===== src/rtl/pc_sequencer.sv =====
`default_nettype none
// ============================================================================
// Module   : pc_sequencer
// Purpose  : Owns the architectural PC, drives the PC mux selects, runs the
//            imem req/ack fetch handshake and hands one buffered instruction
//            at a time to decode. Redirects from execute flush wrong-path
//            fetches.
// Options  : PC_ALIGN_CHECK_EN - force pc[1:0] to zero on load and pulse
//            misalign for a misaligned redirect.
// Revision : 1.0 - initial release
// ============================================================================
module pc_sequencer #(
  parameter logic [31:0] RESET_PC = 32'h0000_0000
) (
  input  logic        clk,
  input  logic        rst,
  input  logic [31:0] pc_next,
  output logic [31:0] pc_plus_4,
  output logic [31:0] pc_target,
  output logic        PCSel,
  input  logic        br_valid,
  input  logic        br_taken,
  input  logic [31:0] br_target,
  output logic        imem_req,
  output logic [31:0] imem_addr,
  input  logic        imem_ack,
  input  logic [31:0] imem_rdata,
  output logic        if_valid,
  output logic [31:0] if_pc,
  output logic [31:0] if_instr,
  input  logic        if_ready,
  output logic        misalign
);

  typedef enum logic [1:0] {
    IDLE = 2'd0,
    REQ  = 2'd1,
    HOLD = 2'd2
  } state_t;

  state_t      state;
  state_t      state_nxt;
  logic [31:0] pc;
  logic [31:0] redir_pc;
  logic        redir_pending;
  // One-cycle gap in REQ after a redirected ack, so the new address is
  // presented on a fresh request rather than mid-request.
  logic        bubble;
  logic        bubble_nxt;
  logic        redir;
  logic        pc_load;
  logic        buf_load;
  logic        buf_clear;
  logic [31:0] pc_load_val;

  assign redir     = br_valid & br_taken;
  assign PCSel     = ~rst & (redir | redir_pending);
  // A live redirect takes priority over one held from an earlier cycle.
  assign pc_target = redir ? br_target : redir_pc;
  assign pc_plus_4 = (rst ? RESET_PC : pc) + 32'd4;
  assign imem_addr = pc;

`ifdef PC_ALIGN_CHECK_EN
  logic mis_nxt;
  assign pc_load_val = {pc_next[31:2], 2'b00};
  assign mis_nxt     = pc_load & PCSel & (pc_target[1:0] != 2'b00);

  // Misalign flag: registered so it lines up with the pc update.
  always_ff @(posedge clk) begin
    if (rst) misalign <= 1'b0;
    else     misalign <= mis_nxt;
  end
`else
  assign pc_load_val = pc_next;
  assign misalign    = 1'b0;
`endif

  // Next-state and handshake decode.
  always_comb begin
    state_nxt  = state;
    imem_req   = 1'b0;
    pc_load    = 1'b0;
    buf_load   = 1'b0;
    buf_clear  = 1'b0;
    bubble_nxt = 1'b0;
    case (state)
      IDLE: state_nxt = REQ;
      REQ: begin
        imem_req = ~bubble;
        if (!bubble && imem_ack) begin
          pc_load = 1'b1;
          if (PCSel) begin
            bubble_nxt = 1'b1;      // wrong-path data is dropped
          end else begin
            buf_load  = 1'b1;
            state_nxt = HOLD;
          end
        end
      end
      HOLD: begin
        if (PCSel) begin
          buf_clear = 1'b1;         // flush beats a consume
          pc_load   = 1'b1;
          state_nxt = REQ;
        end else if (if_ready) begin
          buf_clear = 1'b1;
          state_nxt = REQ;
        end
      end
      default: state_nxt = IDLE;
    endcase
  end

  // State register and request gap flag.
  always_ff @(posedge clk) begin
    if (rst) begin
      state  <= IDLE;
      bubble <= 1'b0;
    end else begin
      state  <= state_nxt;
      bubble <= bubble_nxt;
    end
  end

  // Program counter and deferred redirect capture.
  always_ff @(posedge clk) begin
    if (rst) begin
      pc            <= RESET_PC;
      redir_pending <= 1'b0;
      redir_pc      <= 32'h0;
    end else if (pc_load) begin
      pc            <= pc_load_val;
      redir_pending <= 1'b0;
    end else if (redir) begin
      redir_pending <= 1'b1;
      redir_pc      <= br_target;
    end
  end

  // Decode-side instruction buffer.
  always_ff @(posedge clk) begin
    if (rst) begin
      if_valid <= 1'b0;
      if_pc    <= 32'h0;
      if_instr <= 32'h0;
    end else if (buf_load) begin
      if_valid <= 1'b1;
      if_pc    <= pc;
      if_instr <= imem_rdata;
    end else if (buf_clear) begin
      if_valid <= 1'b0;
    end
  end

endmodule
`default_nettype wire


===== config.mk =====
export PLATFORM = sky130hd
export DESIGN_NAME = pc_sequencer
export DESIGN_NICKNAME = d
export VERILOG_FILES = /design/src/rtl/pc_sequencer.sv
export SDC_FILE = /design/constraint.sdc
export NUM_CORES = 1
export LEC_CHECK = 0
export CAP_MARGIN = 30
export CORE_MARGIN = 10
export CORE_UTILIZATION = 44
export CTS_BUF_LIST = sky130_fd_sc_hd__clkbuf_8
export DETAILED_ROUTE_END_ITERATION = 12
export GPL_TIMING_DRIVEN = 0
export PLACE_DENSITY_LB_ADDON = 0.15
export RECOVER_POWER = 50
export SLEW_MARGIN = 20
export SYNTH_ARGS = -nofsm -noshare
export SYNTH_HDL_FRONTEND = slang
export SYNTH_SLANG_ARGS = --single-unit

===== constraint.sdc =====
create_clock -name clk -period 3.4 [get_ports clk]
set_input_delay 0.68 -clock clk [delete_from_list [all_inputs] [get_ports clk]]
set_output_delay 0.68 -clock clk [all_outputs]
set_load 0.01 [all_outputs]

After elaboration in Yosys (flattened, before gate mapping)
Index checks and enable logic that the tools add are counted.
{"block": "word_totals", "register_bits": 133, "latchBits": 0, "ram_bits": 0, "romBits": 0, "inputBits": 102, "out_inout_bits": 164, "elab_cells": 47, "mem_count": 0}
{"block": "classes", "add_sub_neg": 1, "multipliers": 0, "div": 0, "magnitude_cmp": 0, "n_eq_ne": 5, "shift": 0, "muxes": 19, "n_bitwise": 7, "reduce_logical": 7}
{"cell": "32-bit 2-to-1 mux", "count": 2}
{"cell": "32-bit by 3-bit adder with 32-bit output, second input constant", "count": 1}
{"cell": "1-bit 2-to-1 mux", "count": 11}
{"cell": "2-bit 2-to-1 mux", "count": 4}
{"cell": "2-bit case mux with 3 select lines", "count": 1}
{"cell": "2-bit inequality test, second input constant", "count": 2}
{"cell": "1-bit inverter", "count": 4}
{"cell": "3-bit inequality test, second input constant", "count": 1}
{"cell": "3-bit AND reduction", "count": 1}
{"cell": "3-bit OR reduction", "count": 1}
{"cell": "1-bit AND", "count": 2}
{"cell": "2-bit by 1-bit == test with 1-bit output, second input constant", "count": 1}
{"cell": "2-bit == test, second input constant", "count": 1}
{"cell": "2-bit zero test", "count": 1}
{"cell": "1-bit case mux with 2 select lines", "count": 1}
{"cell": "2-bit nonzero test", "count": 1}
{"cell": "2-bit OR reduction", "count": 1}
{"cell": "1-bit logical AND", "count": 1}
{"cell": "1-bit zero test", "count": 1}
{"cell": "1-bit OR", "count": 1}

Logic depth before layout (Yosys ltp)
{"block": "depth", "ltp_word": 7, "ltp_mapped": 9, "depth_no_buf": 6}

Worst setup path after synthesis
OpenSTA, ideal clock, no wires.
{"block": "synth_timing", "kind": "input-to-output", "startpoint": "input rst", "endpoint": "output pc_plus_4[14]", "arrival_ns": 2.463, "required_time_ns": 2.720, "path_slack_ns": 0.257, "stages": 9, "path_buffers": 4, "path_cell_list": "buf_2 clkbuf_1 clkbuf_1 nor2b_1 ha_1 nand3_1 buf_2 or3_1 a21oi_1"}
{"block": "synth_between", "elab_chain_cells": 2}
{"element": "start: declaration", "line_no": "16", "source": "input logic rst,"}
{"element": "32-bit 2-to-1 mux", "line_no": "60", "source": "assign pc_plus_4 = (rst ? RESET_PC : pc) + 32'd4;"}
{"element": "32-bit by 3-bit adder with 32-bit output", "line_no": "60"}
{"element": "end: declaration", "line_no": "18", "source": "output logic [31:0] pc_plus_4,"}
Every way passes these cells.

Final worst setup path
Ends and elaborated chain as after synthesis.

==> run_summary.xml <==
<?xml version="1.0" encoding="UTF-8"?>
<metrics>
  <group name="outcome">
    <metric name="outcome" unit="">finished with violations</metric>
    <metric name="violations" unit="">capacitance limit, slew limit</metric>
  </group>
  <group name="yosys">
    <metric name="synth_cell_types" unit="">48</metric>
    <metric name="avgSynthCellArea" unit="µm²">8.05</metric>
    <metric name="synth_area" unit="µm²">6160</metric>
    <metric name="netlist_instances" unit="">765</metric>
    <metric name="postSynthNetCount" unit="">871</metric>
    <metric name="synth_warnings" unit="">0</metric>
    <metric name="ys_ff_latch" unit="">133</metric>
    <metric name="ys_seq_area_frac" unit="">0.432</metric>
  </group>
  <group name="die">
    <metric name="initial_utilization" unit="">0.447</metric>
    <metric name="core.rowCount" unit="">43</metric>
    <metric name="die_area" unit="µm²">19100</metric>
    <metric name="die_x" unit="µm">138</metric>
    <metric name="dieHeight" unit="µm">138</metric>
    <metric name="io_pins" unit="">266</metric>
    <metric name="design.core.area" unit="µm²">13800</metric>
  </group>
  <group name="sta">
    <metric name="hold_vio_cnt_final" unit="">0</metric>
    <metric name="final_max_slew_viol_count" unit="">11</metric>
    <metric name="timing.final.crit_share" unit="">0.979</metric>
    <metric name="slew-limit-headroom" unit="">-0.0118</metric>
    <metric name="tightestPinTransition" unit="ns">1.50</metric>
    <metric name="setup_viol_count_final" unit="">0</metric>
    <metric name="fmaxAchievable" unit="MHz">300</metric>
    <metric name="setup_repair_after_global_routing_missed_its_margin" unit="">no</metric>
    <metric name="clock-skew-final" unit="ns">0.00569</metric>
    <metric name="fin_crit" unit="ns">3.33</metric>
    <metric name="final.setup.worst_slack" unit="ns">0.0708</metric>
  </group>
  <group name="layout">
    <metric name="syn2layout_area_growth" unit="%">55.8</metric>
    <metric name="fill_cell_total_of_the_finished_layout" unit="">1213</metric>
    <metric name="antenna_cells" unit="">0</metric>
    <metric name="drive_gt1_frac" unit="">0.137</metric>
    <metric name="stdcell_area" unit="µm²">9600</metric>
    <metric name="nets" unit="">1162</metric>
  </group>
  <group name="clock_network">
    <metric name="cts-htree-levels" unit="">4</metric>
    <metric name="cts_num_sinks" unit="">133</metric>
    <metric name="cts_buffers" unit="">17</metric>
    <metric name="clock_pin_slew_reported_for_the_worst_setup_and_hold_paths_after_clock_tree_synthesis" unit="ns">0.07</metric>
    <metric name="insertion_delay" unit="ns">0.45</metric>
    <metric name="clock_path_buffers" unit="">2</metric>
    <metric name="clock_tree.root_cell" unit="">sky130_fd_sc_hd__clkbuf_8</metric>
    <metric name="cts_tree" unit="">done</metric>
  </group>
  <group name="routing">
    <metric name="route.detailed.wl_per_inst" unit="µm">18.1</metric>
    <metric name="viasPerCell" unit="">5.21</metric>
    <metric name="drt_iter0_markers" unit="">345</metric>
    <metric name="final_antenna_net_count" unit="">0</metric>
    <metric name="drt-pass1-iter-count" unit="">4</metric>
    <metric name="drc_violations_left" unit="">0</metric>
    <metric name="routed_wirelength" unit="mm">22.6</metric>
    <metric name="routed-via-count" unit="">6510</metric>
  </group>
  <group name="power">
    <metric name="max_ir_drop_vdd" unit="V">0.000246</metric>
    <metric name="power_density" unit="nW/µm²">410</metric>
    <metric name="leakagePower" unit="nW">3.78</metric>
  </group>
  <group name="place">
    <metric name="gp_routability_congestion" unit="">0.887</metric>
    <metric name="placement.setup.worst_slack" unit="ns">-1.58</metric>
    <metric name="placed_area" unit="µm²">9040</metric>
    <metric name="dpl_hpwl" unit="mm">17.0</metric>
    <metric name="placement.io_buffers" unit="">264</metric>
  </group>
  <group name="global_routing">
    <metric name="grt_pass1_wl" unit="mm">35.4</metric>
    <metric name="grt_antenna_before_repair" unit="">0</metric>
    <metric name="total_routing_usage_reported_by_global_routing" unit="">0.226</metric>
    <metric name="pin_count_of_the_biggest_net_entering_global_routing" unit="">17</metric>
    <metric name="global_route_total_overflow" unit="">0</metric>
    <metric name="grt_pass1_vias" unit="">6360</metric>
  </group>
  <group name="critical_path">
    <metric name="setup.reg_to_reg.worst_slack" unit="ns">0.61</metric>
    <metric name="cp.required" unit="ns">2.72</metric>
    <metric name="timing.critical_path.slowest_stage_cell" unit="">sky130_fd_sc_hd__or3_1</metric>
    <metric name="worst_setup_path_start_kind" unit="">primary input</metric>
    <metric name="worst-path-max-fanout" unit="">8</metric>
    <metric name="timing.critical_path.arrival" unit="ns">2.65</metric>
    <metric name="max_stage_delay" unit="ns">0.30</metric>
    <metric name="end_kind" unit="">output port</metric>
    <metric name="timing.critical_path.cells" unit="">dlygate4sd2_1, buf_6, clkbuf_16, clkbuf_16, nor2b_4, ha_4, nand3_4, buf_6, buf_8, or3_1, a21oi_1, buf_2</metric>
    <metric name="critical_path_class" unit="">in -&gt; out</metric>
  </group>
  <group name="job">
    <metric name="max_cap_violation_count" unit="">1</metric>
  </group>
  <group name="worst_hold_path">
    <metric name="hold_class" unit="">reg -&gt; reg</metric>
  </group>
</metrics>
==> state kept, by name (all words and copies together), names as in the netlist <==
signal and cells:
if_pc 32, if_instr 32, if_valid 1, redir_pc 32, redir_pending 1, state 2
imem_addr 32, bubble 1
==> per-stage QoR <==
step	instances	hold WS [ns]	power [W]	setup TNS [ns]	utilization
final	1249	0.451	0.00394	0	0.697
after global routing	1249	0.469	0.00413	0	0.697
after CTS	1249	0.456	0.00399	0	0.696
after detailed placement	1210	0.446	0.00274	-26.05	0.656
after global placement	1209	0.441	0.00273	-26.49	0.656
after floorplan	765	0.481	0.00224	0	-
==> logic make-up (layout without fill, tap and decap cells) <==
logic type	count (synthesis)	count (layout)	share of synthesized area
AO/OA/AOI/OAI	182	182	0.162
XOR/XNOR	14	14	0.0199
adder cells (fa/ha/maj)	4	4	0.00812
buffers and inverters	80	384	0.0546
flip-flops	133	133	0.432
multiplexers	43	43	0.0770
other	1	1	0.000609
AND/OR/NAND/NOR	308	308	0.246
==> placed cells by master (no fill, tap or decap), drive strengths merged, types with 2 or more instances in the layout <==
cell type      synthesis  layout
clkdlybuf4s15          0       3
dfxtp                133     133
dlygate4sd3            0      97
a21oi                137     137
a21o                   2       2
clkbuf                46      72
nand2b                 3       3
mux2                  35      35
nand4                  4       4
nor4                  10      10
nand3                 25      25
dlygate4sd2            0       7
nor2                  14      14
and4                   3       3
ha                     4       4
nor2b                  8       8
a31o                  17      17
o21a                   2       2
clkinvlp               0       4
nand2                152     152
mux2i                  8       8
inv                   15      16
clkinv                 0       7
o21ai                 20      20
a211oi                 2       2
buf                   19      30
nor3                  72      72
xor2                   3       3
or2                    8       8
xnor2                 11      11
or3                    3       3
clkdlybuf4s50          0     145
==> metal layers <==
layer	part of all wire	up-vias	GRT usage
met3	0.076	39	0.0753
met5	0	-	0
met4	0.024	0	0.0855
met2	0.48	241	0.372
met1	0.42	2995	0.265
li1	-	3235	-
==> final timing paths <==
check | startpoint | end | depth (start not counted)
setup / recovery | rst | pc_plus_4[14] | 12
hold / removal | if_instr[9]$_SDFFE_PP0P_ | if_instr[9]$_SDFFE_PP0P_ | 2
setup reg to reg | state[0]$_SDFFE_PP0P_ | imem_addr[18]$_SDFFE_PP0P_ | 7
hold reg to reg | if_instr[9]$_SDFFE_PP0P_ | if_instr[9]$_SDFFE_PP0P_ | 2
==> critical path, delay by kind of cell <==
kind / cells / cell delay (ns)
buf+inv: 7 / 1.13
compound gates: 1 / 0.12
simple gates: 3 / 0.54
fa+ha+maj: 1 / 0.17
==> report_power, final <==
| part | internal (W) | switching, W |
|---|---|---|
| Combinational | 0.000441 | 0.000535 |
| Clock | 0.000609 | 0.000630 |
| Sequential | 0.00165 | 0.0000704 |
| Total | 0.00270 | 0.00124 |
==> synthesized netlist by cell type (all sizes together) <==
cell	instances	share of area
nand2	152	0.093
a21oi	137	0.11
dfxtp	133	0.43
nor3	72	0.063
clkbuf	46	0.028
mux2	35	0.064
nand3	25	0.021
o21ai	20	0.016
buf	19	0.017
a31o	17	0.024
inv	15	0.0091
nor2	14	0.0085
xnor2	11	0.016
nor4	10	0.021
mux2i	8	0.013
nor2b	8	0.0081
or2	8	0.0081
ha	4	0.0081
nand4	4	0.0041
and4	3	0.0043
nand2b	3	0.0030
or3	3	0.0030
xor2	3	0.0043
a211oi	2	0.0024
a21o	2	0.0024
o21a	2	0.0024
a211o	1	0.0014
and3	1	0.0010
conb	1	0.00061
nand3b	1	0.0012
nand4b	1	0.0014
nor4b	1	0.0014
o31ai	1	0.0012
or4	1	0.0012
or4b	1	0.0022
==> cell type report <==
type | instances | area, µm² | area share
timing repair buffer | 273 | 2680 | 0.279
multi-input combinational | 552 | 3250 | 0.339
tap | 180 | 225 | 0.0235
buffer | 64 | 340 | 0.0354
clock buffer | 19 | 262 | 0.0272
sequential | 133 | 2670 | 0.279
clock inverter | 13 | 110 | 0.0115
inverter | 15 | 56.3 | 0.00586
==> repair_timing <==
item	in CTS	in global routing
hold buffers	0	0
pin swaps	2	0
gates cloned	1	0
setup endpoints to repair	51	29
resized for setup	90	15
setup buffers	7	0
No activity file was read; power rests on OpenSTA's default activity.
